[config.mk]
export PLATFORM = sky130hd
export DESIGN_NAME = score_keeper_flat
export DESIGN_NICKNAME = d
export VERILOG_FILES = /design/src/rtl/score_keeper_if.sv /design/src/rtl/score_keeper.sv /design/src/flat_wrapper.sv
export SDC_FILE = /design/constraint.sdc
export NUM_CORES = 1
export LEC_CHECK = 0
export ABC_CLOCK_PERIOD_IN_PS = 2600
export BUFFER_PORTS_ARGS = -buffer_cell sky130_fd_sc_hd__buf_2
export CAP_MARGIN = 10
export CORE_MARGIN = 8
export CORE_UTILIZATION = 55
export CTS_BUF_LIST = sky130_fd_sc_hd__clkbuf_16
export DETAILED_ROUTE_END_ITERATION = 10
export PLACE_DENSITY_LB_ADDON = 0.2
export SLEW_MARGIN = 10
export SYNTH_ARGS = -nofsm -noshare
export SYNTH_HDL_FRONTEND = slang
export SYNTH_SLANG_ARGS = --single-unit
[constraint.sdc]
create_clock -name clk -period 2.6 [get_ports clk]
set_input_delay 0.39 -clock clk [delete_from_list [all_inputs] [get_ports clk]]
set_output_delay 0.39 -clock clk [all_outputs]
set_load 0.01 [all_outputs]
[src/rtl/score_keeper_if.sv]
// Signal bundle between the pong ball/pause logic and the score keeper.
// The slave modport is the score keeper side; the master modport is the upstream/driver side.
interface score_keeper_if #(
   parameter int SCORE_WIDTH = 4
);
   logic                   pause;
   logic [1:0]             win;
   logic                   new_game;
   logic [SCORE_WIDTH-1:0] score1;
   logic [SCORE_WIDTH-1:0] score2;
   logic [1:0]             winner;
   logic                   game_over;
   logic                   freeze;
   logic                   serve_req;

   modport master (
      output pause, win, new_game,
      input  score1, score2, winner, game_over, freeze, serve_req
   );

   modport slave (
      input  pause, win, new_game,
      output score1, score2, winner, game_over, freeze, serve_req
   );
endinterface

[src/rtl/score_keeper.sv]
// Pong score keeper: counts points from the ball's win level, sequences
// point hold / re-serve / game-over, and drives freeze and serve requests.
module score_keeper #(
   parameter int SCORE_WIDTH = 4,
   parameter int WIN_SCORE   = 7,
   parameter int HOLD_CYCLES = 60,
   parameter int HOLD_WIDTH  = 8
) (
   input logic           clk,
   input logic           rst,
   score_keeper_if.slave sk
);
   typedef enum logic [1:0] {PLAY, HOLD, GAME_OVER} state_t;

   localparam logic [SCORE_WIDTH-1:0] WIN_VAL   = SCORE_WIDTH'(WIN_SCORE);
   localparam logic [HOLD_WIDTH-1:0]  HOLD_LOAD = HOLD_WIDTH'(HOLD_CYCLES - 1);

   state_t                 state_q;
   logic [HOLD_WIDTH-1:0]  hold_cnt_q;
   logic                   armed_q;
   logic [SCORE_WIDTH-1:0] score1_q, score2_q;
   logic [1:0]             winner_q;
   logic                   game_over_q, freeze_q, serve_req_q;

   logic [SCORE_WIDTH-1:0] score1_d, score2_d;
   logic                   p1_evt, p2_evt;

   // The win level is held until re-serve, so only the first armed sample counts.
   assign p1_evt = armed_q && (sk.win == 2'b01);
   assign p2_evt = armed_q && (sk.win == 2'b10);

   assign score1_d = (score1_q == WIN_VAL) ? score1_q : score1_q + 1'b1;
   assign score2_d = (score2_q == WIN_VAL) ? score2_q : score2_q + 1'b1;

   always_ff @(posedge clk) begin
      if (rst) begin
         state_q     <= PLAY;
         hold_cnt_q  <= '0;
         armed_q     <= 1'b1;
         score1_q    <= '0;
         score2_q    <= '0;
         winner_q    <= 2'b00;
         game_over_q <= 1'b0;
         freeze_q    <= 1'b0;
         serve_req_q <= 1'b0;
      end else begin
         serve_req_q <= 1'b0;
         if (sk.win == 2'b00) begin
            armed_q <= 1'b1;
         end
         case (state_q)
            PLAY: begin
               if (p1_evt || p2_evt) begin
                  armed_q  <= 1'b0;
                  freeze_q <= 1'b1;
                  if (p1_evt) begin
                     score1_q <= score1_d;
                  end else begin
                     score2_q <= score2_d;
                  end
                  if ((p1_evt && score1_d == WIN_VAL) || (p2_evt && score2_d == WIN_VAL)) begin
                     state_q     <= GAME_OVER;
                     winner_q    <= p1_evt ? 2'b01 : 2'b10;
                     game_over_q <= 1'b1;
                  end else begin
                     state_q    <= HOLD;
                     hold_cnt_q <= HOLD_LOAD;
                  end
               end
            end
            HOLD: begin
               if (!sk.pause) begin
                  if (hold_cnt_q == '0) begin
                     state_q     <= PLAY;
                     freeze_q    <= 1'b0;
                     serve_req_q <= 1'b1;
                  end else begin
                     hold_cnt_q <= hold_cnt_q - 1'b1;
                  end
               end
            end
            GAME_OVER: begin
               if (sk.new_game) begin
                  score1_q    <= '0;
                  score2_q    <= '0;
                  winner_q    <= 2'b00;
                  game_over_q <= 1'b0;
                  freeze_q    <= 1'b1;
                  state_q     <= HOLD;
                  hold_cnt_q  <= HOLD_LOAD;
               end
            end
            default: begin
               state_q <= PLAY;
            end
         endcase
      end
   end

   assign sk.score1    = score1_q;
   assign sk.score2    = score2_q;
   assign sk.winner    = winner_q;
   assign sk.game_over = game_over_q;
   assign sk.freeze    = freeze_q;
   assign sk.serve_req = serve_req_q;
endmodule

[src/flat_wrapper.sv]
// flat-port wrapper written by rule: the top's interface ports become plain ports
module score_keeper_flat 
#(
   parameter int SCORE_WIDTH = 4,
   parameter int WIN_SCORE   = 7,
   parameter int HOLD_CYCLES = 60,
   parameter int HOLD_WIDTH  = 8
)
  (clk, rst, sk_pause, sk_win, sk_new_game, sk_score1, sk_score2, sk_winner, sk_game_over, sk_freeze, sk_serve_req);
  score_keeper_if #(.SCORE_WIDTH(SCORE_WIDTH)) sk_i ();
  input logic clk;
  input logic rst;
  input wire logic [$bits(sk_i.pause)-1:0] sk_pause;
  input wire logic [$bits(sk_i.win)-1:0] sk_win;
  input wire logic [$bits(sk_i.new_game)-1:0] sk_new_game;
  output wire logic [$bits(sk_i.score1)-1:0] sk_score1;
  output wire logic [$bits(sk_i.score2)-1:0] sk_score2;
  output wire logic [$bits(sk_i.winner)-1:0] sk_winner;
  output wire logic [$bits(sk_i.game_over)-1:0] sk_game_over;
  output wire logic [$bits(sk_i.freeze)-1:0] sk_freeze;
  output wire logic [$bits(sk_i.serve_req)-1:0] sk_serve_req;
  assign sk_i.pause = sk_pause;
  assign sk_i.win = sk_win;
  assign sk_i.new_game = sk_new_game;
  assign sk_score1 = sk_i.score1;
  assign sk_score2 = sk_i.score2;
  assign sk_winner = sk_i.winner;
  assign sk_game_over = sk_i.game_over;
  assign sk_freeze = sk_i.freeze;
  assign sk_serve_req = sk_i.serve_req;
  score_keeper #(.SCORE_WIDTH(SCORE_WIDTH), .WIN_SCORE(WIN_SCORE), .HOLD_CYCLES(HOLD_CYCLES), .HOLD_WIDTH(HOLD_WIDTH)) u_core (.clk(clk), .rst(rst), .sk(sk_i));
endmodule
Word-level counts from Yosys, hierarchy flattened

Index checks and enable logic that the tools add are counted.
Widths: inputs -> output; s select.

Memory bits (read-only): 0
Output and inout port bits: 13
Bits in latches: 0
Word-level logic and storage cells: 87
Memory bits (writable): 0
Flip-flop bits (word level): 24
Memories: 0
Input port bits: 6

Div/mod/pow operators: 0
Reduce and logical (&&, ||, !) cells: 18
Bitwise gates (word level): 1
Multiply operators: 0
Equality and inequality tests: 17
Multiplexer cells: 39
Shift operators: 0
Magnitude comparators: 0
Add/sub/neg operators: 3

Operators with widths:

| kind                | number |
|---|---|
| $mux 8              | 5 |
| $mux 4              | 7 |
| $pmux 8 s3          | 1 |
| $mux 2              | 9 |
| $eq 4x3->1 const B  | 4 |
| $pmux 4 s2          | 2 |
| $reduce_and 4->1    | 4 |
| $mux 1              | 11 |
| $ne 2x2->1 const B  | 5 |
| $add 4x1->4 const B | 2 |
| $logic_not 8->1     | 1 |
| $ne 2x1->1 const B  | 4 |
| $sub 8x1->8 const B | 1 |
| $pmux 2 s3          | 1 |
| $reduce_and 6->1    | 1 |
| $reduce_and 5->1    | 1 |
| $eq 2x1->1 const B  | 2 |
| $eq 2x2->1 const B  | 2 |
| $logic_and 1x1->1   | 4 |
| $logic_not 2->1     | 2 |
| $pmux 2 s2          | 1 |
| $pmux 1 s3          | 1 |
| $reduce_bool 3->1   | 1 |
| $reduce_or 3->1     | 1 |
| 4 further kinds     | 5 |

Longest topological paths before layout

Gate-level depths: netlist of run 1.

Depth in word-level cells: 8
Mapped depth: 7
Depth with buffers taken out: 7

Least setup slack after synthesis of run 1

OpenSTA, ideal clock, no wires.

Path kind: register to register
Start point: register u_core.score1_q[0] (netlist: u_core.sk.score1[0])
End point: register u_core.state_q[0]
Setup time: 0.115 ns
Stages on the path, launching flop included: 7
Required time: 2.485 ns
Buffers on the path: 0
Arrival: 1.710 ns
Setup slack: 0.775 ns
Period minus slack after synthesis: 1.825 ns
Cells stage by stage: dfxtp_1 > ha_1 > nor2_1 > nor4b_2 > nand2_1 > a211o_1 > and2_1

Word-level cells in the longest chain between the ends: 8
Elaborated cells between the ends (all ways): 9
Classes of those cells: 1 x add/sub; 2 x eq/ne; 4 x mux; 2 x reduce/logical

RTL lines:

| element                                          | line               | text |
|---|---|---|
| from (decl)                                      | score_keeper.sv:21 | `logic [SCORE_WIDTH-1:0] score1_q, score2_q;` |
| from (signal assigned)                           | score_keeper.sv:57 | `score1_q <= score1_d;` |
| $add 4x1->4 / $eq 4x3->1 (equally long branches) | score_keeper.sv:32 | `assign score1_d = (score1_q == WIN_VAL) ? score1_q : score1_q + 1'b1;` |
| $mux 4 *                                         | score_keeper.sv:32 |  |
| $eq 4x3->1 *                                     | score_keeper.sv:61 | `if ((p1_evt && score1_d == WIN_VAL) \|\| (p2_evt && score2_d == WIN_VAL)) begin` |
| $logic_and 1x1->1 *                              | score_keeper.sv:61 |  |
| $logic_or 1x1->1 *                               | score_keeper.sv:61 |  |
| $mux 2 *                                         | score_keeper.sv:61 |  |
| $mux 2 *                                         | score_keeper.sv:53 | `if (p1_evt \|\| p2_evt) begin` |
| $pmux 2 s3 *                                     | score_keeper.sv:51 | `case (state_q)` |
| to (signal assigned)                             | score_keeper.sv:62 | `state_q <= GAME_OVER;` |
| to (signal assigned)                             | score_keeper.sv:66 | `state_q <= HOLD;` |
| to (signal assigned)                             | score_keeper.sv:74 | `state_q <= PLAY;` |
| to (decl)                                        | score_keeper.sv:18 | `state_t state_q;` |

Every way passes the cells marked *; elsewhere a longest branch is shown, timed or not. The select of a mux whose other input is x is not followed.
A chain may end at the register's enable or synchronous reset.

Worst setup path in the final report of run 1

Start point: register u_core.score2_q[0] (netlist: u_core.sk.score2[0])
End point: register u_core.hold_cnt_q[5]

Word-level cells in the longest chain between the ends: 7
Elaborated cells between the ends (all ways): 8
Classes of those cells: 1 x add/sub; 3 x eq/ne; 1 x mux; 3 x reduce/logical

RTL lines:

| element                                          | line               | text |
|---|---|---|
| from (decl)                                      | score_keeper.sv:21 |  |
| from (signal assigned)                           | score_keeper.sv:59 | `score2_q <= score2_d;` |
| $add 4x1->4 / $eq 4x3->1 (equally long branches) | score_keeper.sv:33 | `assign score2_d = (score2_q == WIN_VAL) ? score2_q : score2_q + 1'b1;` |
| $mux 4 *                                         | score_keeper.sv:33 |  |
| $eq 4x3->1 *                                     | score_keeper.sv:61 |  |
| $logic_and 1x1->1 *                              | score_keeper.sv:61 |  |
| $logic_or 1x1->1 *                               | score_keeper.sv:61 |  |
| $ne 2x2->1 (no line) *                           | -                  |  |
| $reduce_and 6->1 (no line) *                     | -                  |  |
| to (signal assigned)                             | score_keeper.sv:78 | `hold_cnt_q <= hold_cnt_q - 1'b1;` |
| to (decl)                                        | score_keeper.sv:19 | `logic [HOLD_WIDTH-1:0] hold_cnt_q;` |

Every way passes the cells marked *; elsewhere a longest branch is shown, timed or not.

==> flow_summary.yaml, run 1 <==
floorplanning:
  start_util_pct: 57.2
  core_mm2: 0.00245
  die_area_mm2: 0.00443
  std_cell_rows: 18
  die_h_um: 66.5
  die_x_um: 66.5
  boundaryPins: 19
yosys:
  synthArstFlopShare_pct: 0
  synth_area_mm2: 0.00141
  yosys_most_used_dff: "dfxtp_1"
  synth_top_area_share_pct: 34.2
  synth_top_area_cell: "dfxtp_1"
  seq_area_frac_synth_pct: 34.2
  yosysMostFrequentCell: "dfxtp_1"
  postSynthCellCount: 169
  synth.area.top_cells: "dfxtp_1, a21oi_1, nand2_1, mux2i_1, ha_1"
  synthTopCellsByCount: "dfxtp_1, nand2_1, a21oi_1"
  synth-edff-count: 0
  yosysWarnings: 0
  synth.avg_cell_area_um2: 8.31
  ys_types: 47
  synth-seq-cells: 24
  syn_nets: 179
timing:
  slew_viol_final: 0
  post-route-min-period_ns: 2.06
  timing.hold.ws_ns: 0.351
  finClkSkew_ns: 0.00584
  max_slew.worst_pin.slew_ns: 0.536
  max_clock_freq_mhz: 485
  rsz0062_at_grt: "no"
  timing.final.crit_share_pct: 79.3
  slew_headroom_pct: 64.2
  setup_tns_ns: 0
  final-setup-viol-count: 0
  hold_viol_final: 0
pwr:
  cellPowerDensity_mw_per_mm2: 620
  leakagePower_uw: 0.000612
  peakVddDrop_mv: 0.467
placement:
  dp_hpwl_um: 2520
  place.gp.congestion: 0.840
  dp.cells: 213
  portBuffers: 18
route:
  routed_wl_um: 3360
  drtIter0Drc: 102
  routed_via_density: 6.26
  firstDrtPassIters: 4
  drc: 0
  via_count: 1359
  wl_per_cell_um: 15.5
  ant_nets: 0
worst_setup_path:
  end_kind: "flop"
  reg2reg_from: "u_core.sk.score2[0]"
  cp.arrival_ns: 2.18
  critPathRequiredTime_ns: 2.72
  crit_fanout: 7
  startpoint_type: "flop"
  worstSetupPathType: "reg2reg"
  critPathLaunch: "u_core.sk.score2[0]"
cells_and_area:
  drive_above_1_share_pct: 16.0
  fillers: 211
  syn_to_final_growth_pct: 13.4
  finalNetCount: 198
  stdcell_count: 217
  diodes: 0
job:
  cap_viol_max_count: 0
clocking:
  cts_made_buffers: 3
  clkTransAtPathRegs_ns: 0.06
  cts_sinks: 24
  cts_resized: 0
  clk_path_buf_depth: 2
  cts_setup_buffers: 0
  clk_latency_ns: 0.26
  h-tree-depth: 1
  ctsHoldBuffers: 0
  root_buffer: "clkbuf_16"
  tritoncts: "done"
global_routing:
  grt_pass1_wl_um: 5730
  grtUsageTotal_pct: 15.9
  antenna_found_initial: 0
  grt_max_degree: 23
  overflow: 0
  grt_pass1_vias: 1277
status:
  status: "completed"
worst_hold_path:
  holdCritStartpoint: "sk_pause"
  hold_path_class: "in2reg"
==> state kept, by name (all words and copies together), names as in the netlist <==
register / count
u_core.sk.game_over: 1
u_core.sk.score1: 4
u_core.hold_cnt_q: 8
u_core.sk.serve_req: 1
u_core.armed_q: 1
u_core.sk.score2: 4
u_core.sk.freeze: 1
u_core.state_q: 2
u_core.sk.winner: 2
==> final timing paths <==
path	to	slack, ns	cells past startpoint
setup reg to reg	u_core.hold_cnt_q[5]	0.54	6
hold reg to reg	u_core.sk.winner[0]	0.45	2
hold / removal	u_core.sk.serve_req	0.35	2
setup / recovery	u_core.hold_cnt_q[5]	0.54	6
==> final cells by class <==
class                   count  area (um^2)  area share, %
clock buffers               3         75.1           4.71
inverters                   3         11.3          0.706
flip-flops and latches     24          480           30.1
clock inverters             1         3.75          0.235
well taps                  30         37.5           2.35
multi-input cells         137          888           55.7
repair buffers             19         97.6           6.12
==> kinds of logic (layout without fill, tap and decap cells) <==
logic type | after synthesis | after routing | share of synthesized area (%)
fa+ha+maj | 4 | 4 | 3.56
compound gates | 46 | 46 | 23.3
simple gates | 80 | 80 | 31.3
buf+inv | 8 | 26 | 2.58
flops | 24 | 24 | 34.2
mux | 7 | 7 | 4.99
==> layer usage <==
layer	wire length [um]	track usage [%]	up-vias	part of all wire (%)
met1	1640	21.5	643	49
li1	-	-	671	-
met4	25	4.27	0	0.74
met3	193	3.86	4	5.7
met2	1510	24.5	41	45
met5	0	0	-	0
==> where the power goes <==
group	switching, uW	internal (uW)
logic	134	98.1
registers	31.1	394
clock network	126	205
total	291	698
==> critical path: stages, from the launching register on <==
cell,delay [ns]
dfxtp_1,0.43
ha_1,0.27
o211ai_1,0.11
nor3b_1,0.41
nand4_1,0.35
a21oi_1,0.29
a211oi_2,0.07
==> placed cells by master (no fill, tap or decap), types with 5 or more instances in the layout <==
cell      synthesis  layout
dfxtp_1          24      24
nor2_1           13      13
nand4_1           5       5
nand2b_1          8       8
buf_2             2      18
a21oi_1          15      15
nor3_1            5       5
mux2i_1           7       7
nand2_1          19      19
nand3_1           8       8
o21ai_1           6       6
==> metrics by stage <==
stage / area [um^2] / utilization [%] / total power [uW] / setup slack, ns
2_1_floorplan: 1410 / - / 602 / 0.775
3_3_place_gp: 1520 / 61.7 / 652 / 0.697
3_5_place_dp: 1520 / 61.7 / 662 / 0.625
4_1_cts: 1590 / 64.9 / 990 / 0.580
5_1_grt: 1590 / 64.9 / 1040 / 0.403
6_report: 1590 / 64.9 / 989 / 0.537
Power figures use the tool's default switching activity.
==> inputs of run 2 (changes only) <==
--- a/config.mk
+++ b/config.mk
@@ -5,11 +5,12 @@
 export SDC_FILE = /design/constraint.sdc
 export NUM_CORES = 1
 export LEC_CHECK = 0
-export ABC_CLOCK_PERIOD_IN_PS = 2600
+export ABC_AREA = 1
+export ABC_CLOCK_PERIOD_IN_PS = 1870
 export BUFFER_PORTS_ARGS = -buffer_cell sky130_fd_sc_hd__buf_2
 export CAP_MARGIN = 10
 export CORE_MARGIN = 8
-export CORE_UTILIZATION = 55
+export CORE_UTILIZATION = 51
 export CTS_BUF_LIST = sky130_fd_sc_hd__clkbuf_16
 export DETAILED_ROUTE_END_ITERATION = 10
 export PLACE_DENSITY_LB_ADDON = 0.2
==> constraint.sdc (replaced) <==
create_clock -name clk -period 1.87 [get_ports clk]
set_input_delay 0.2805 -clock clk [delete_from_list [all_inputs] [get_ports clk]]
set_output_delay 0.2805 -clock clk [all_outputs]
set_load 0.01 [all_outputs]
==> run 2 against run 1 <==
First-iteration DRC count increased by 32%. Maximum frequency increased by 22%. Highest routed layer unchanged. Sequential power increased by 52%. Area after synthesis increased by 2.7%. Critical endpoint is now u_core.hold_cnt_q[0]. Setup slack got worse by 0.35 ns. Wire length decreased by 2.6%.
==> flow_summary.yaml, run 2 <==
status:
  status: "completed"
clocking:
  cts_resized: 0
  ctsHoldBuffers: 0
  clk_latency_ns: 0.26
  cts_made_buffers: 3
  h-tree-depth: 1
  clk_path_buf_depth: 2
  root_buffer: "clkbuf_16"
  cts_setup_buffers: 0
  cts_sinks: 24
  clkTransAtPathRegs_ns: 0.06
  tritoncts: "done"
timing:
  post-route-min-period_ns: 1.69
  slew_viol_final: 0
  max_clock_freq_mhz: 593
  timing.final.crit_share_pct: 90.1
  final-setup-viol-count: 0
  setup_ws_ns: 0.185
  finClkSkew_ns: 0.00366
  hold_viol_final: 0
  max_slew.worst_pin.slew_ns: 0.356
  setup_tns_ns: 0
  slew_headroom_pct: 76.2
  rsz0062_at_grt: "no"
yosys:
  synthArstFlopShare_pct: 0
  synth_top_area_cell: "dfxtp_1"
  seq_area_frac_synth_pct: 33.3
  yosysWarnings: 0
  synth_area_mm2: 0.00144
  synth-edff-count: 0
  postSynthCellCount: 228
  synth_top_area_share_pct: 33.3
  synth.avg_cell_area_um2: 6.33
  yosysMostFrequentCell: "nand2_1"
  yosys_most_used_dff: "dfxtp_1"
  synthTopCellsByCount: "nand2_1, nor2_1, inv_1"
  ys_types: 23
  syn_nets: 238
  synth-seq-cells: 24
  synth.area.top_cells: "dfxtp_1, nand2_1, nor2_1, inv_1, a21oi_1"
floorplanning:
  start_util_pct: 52.8
  boundaryPins: 19
  die_area_mm2: 0.00479
  std_cell_rows: 19
  die_x_um: 69.2
  die_h_um: 69.2
  core_mm2: 0.00273
route:
  drc: 0
  routed_via_density: 5.26
  ant_nets: 0
  via_count: 1479
  wl_per_cell_um: 11.6
  routed_wl_um: 3270
  drtIter0Drc: 135
  firstDrtPassIters: 4
placement:
  dp_hpwl_um: 2380
  dp.cells: 277
  pre_cts_ws_ns: 0.124
  portBuffers: 18
  place.gp.congestion: 0.838
cells_and_area:
  final_common_cell: "nand2_1"
  regMostFlops: "u_core.hold_cnt_q"
  drive_above_1_share_pct: 15.6
  syn_to_final_growth_pct: 17.0
  stdcell_count: 281
  largest_reg_flops: 8
  final_cell_mix: "nand2_1, nor2_1, inv_1"
  final_util_pct: 61.7
  finalNetCount: 261
  diodes: 0
global_routing:
  antenna_found_initial: 0
  grt_pass1_wl_um: 5800
  grtUsageTotal_pct: 14.0
  grt_pass1_vias: 1327
  overflow: 0
  grt_max_degree: 20
worst_setup_path:
  end_kind: "flop"
  cp.arrival_ns: 1.84
  critPathRequiredTime_ns: 2.02
  startpoint_type: "flop"
  worstSetupPathType: "reg2reg"
  crit_fanout: 19
job:
  cap_viol_max_count: 0
pwr:
  leakagePower_uw: 0.000780
  cellPowerDensity_mw_per_mm2: 1070
  peakVddDrop_mv: 1.24
worst_hold_path:
  hold_path_class: "in2reg"
-- run 2: final timing paths --
path / slack (ns) / start / cells after the start / end
worst min-delay path: 0.20 / sk_pause / 2 / u_core.sk.serve_req
worst max register to register: 0.18 / u_core.sk.score1[1] / 12 / u_core.hold_cnt_q[0]
worst max-delay path: 0.18 / u_core.sk.score1[1] / 12 / u_core.hold_cnt_q[0]
worst min register to register: 0.46 / u_core.sk.winner[0] / 2 / u_core.sk.winner[0]
-- run 2: final cells by class --
class                      instances  area [um^2]
multi-input combinational        173          845
sequential                        24          482
timing repair buffer              21          113
inverter                          28          105
clock buffer                       3         75.1
clock inverter                     1         30.0
fill                             252         1050
tap                               31         38.8
-- run 2: critical path: stages, from the launching register on --
cell	delay, ns
dfxtp_1	0.39
ha_1	0.21
nand2_1	0.08
nor2_1	0.13
nand2_1	0.06
nand2_1	0.09
nor2_1	0.06
nand2_1	0.10
nand2_2	0.11
nand2_8	0.14
nand3_1	0.09
nand2_1	0.07
nor2_1	0.06
-- run 2: logic make-up (layout without fill, tap and decap cells) --
group                      count (synthesis)  count (layout)  share of synthesized area, %
AOI/OAI and AO/OA                         40              40                          14.7
adders and majority gates                  4               4                          3.47
buffers and inverters                     31              53                          9.11
DFF                                       24              24                          33.3
and+or+nand+nor                          129             129                          39.5
-- run 2: power by group --
| part | internal [uW] | switching, uW |
|---|---|---|
| combinational | 201 | 341 |
| clock | 425 | 185 |
| sequential | 582 | 64.5 |
-- run 2: layer usage --
layer	GRT usage, %	vias to the layer above	wire length (um)
li1	-	785	-
met1	15.9	670	1520
met2	24.3	20	1600
met3	3.72	4	112
met4	4.78	0	37
met5	0	-	0
-- run 2: per-stage QoR --
stage | cell area [um^2] | hold slack [ns] | power (uW)
after CTS | 1670 | 0.199 | 1800
final | 1690 | 0.199 | 1800
after global routing | 1690 | 0.209 | 1920
after global placement | 1570 | 0.451 | 1180
after detailed placement | 1570 | 0.454 | 1180
after floorplan | 1440 | 0.350 | 1060
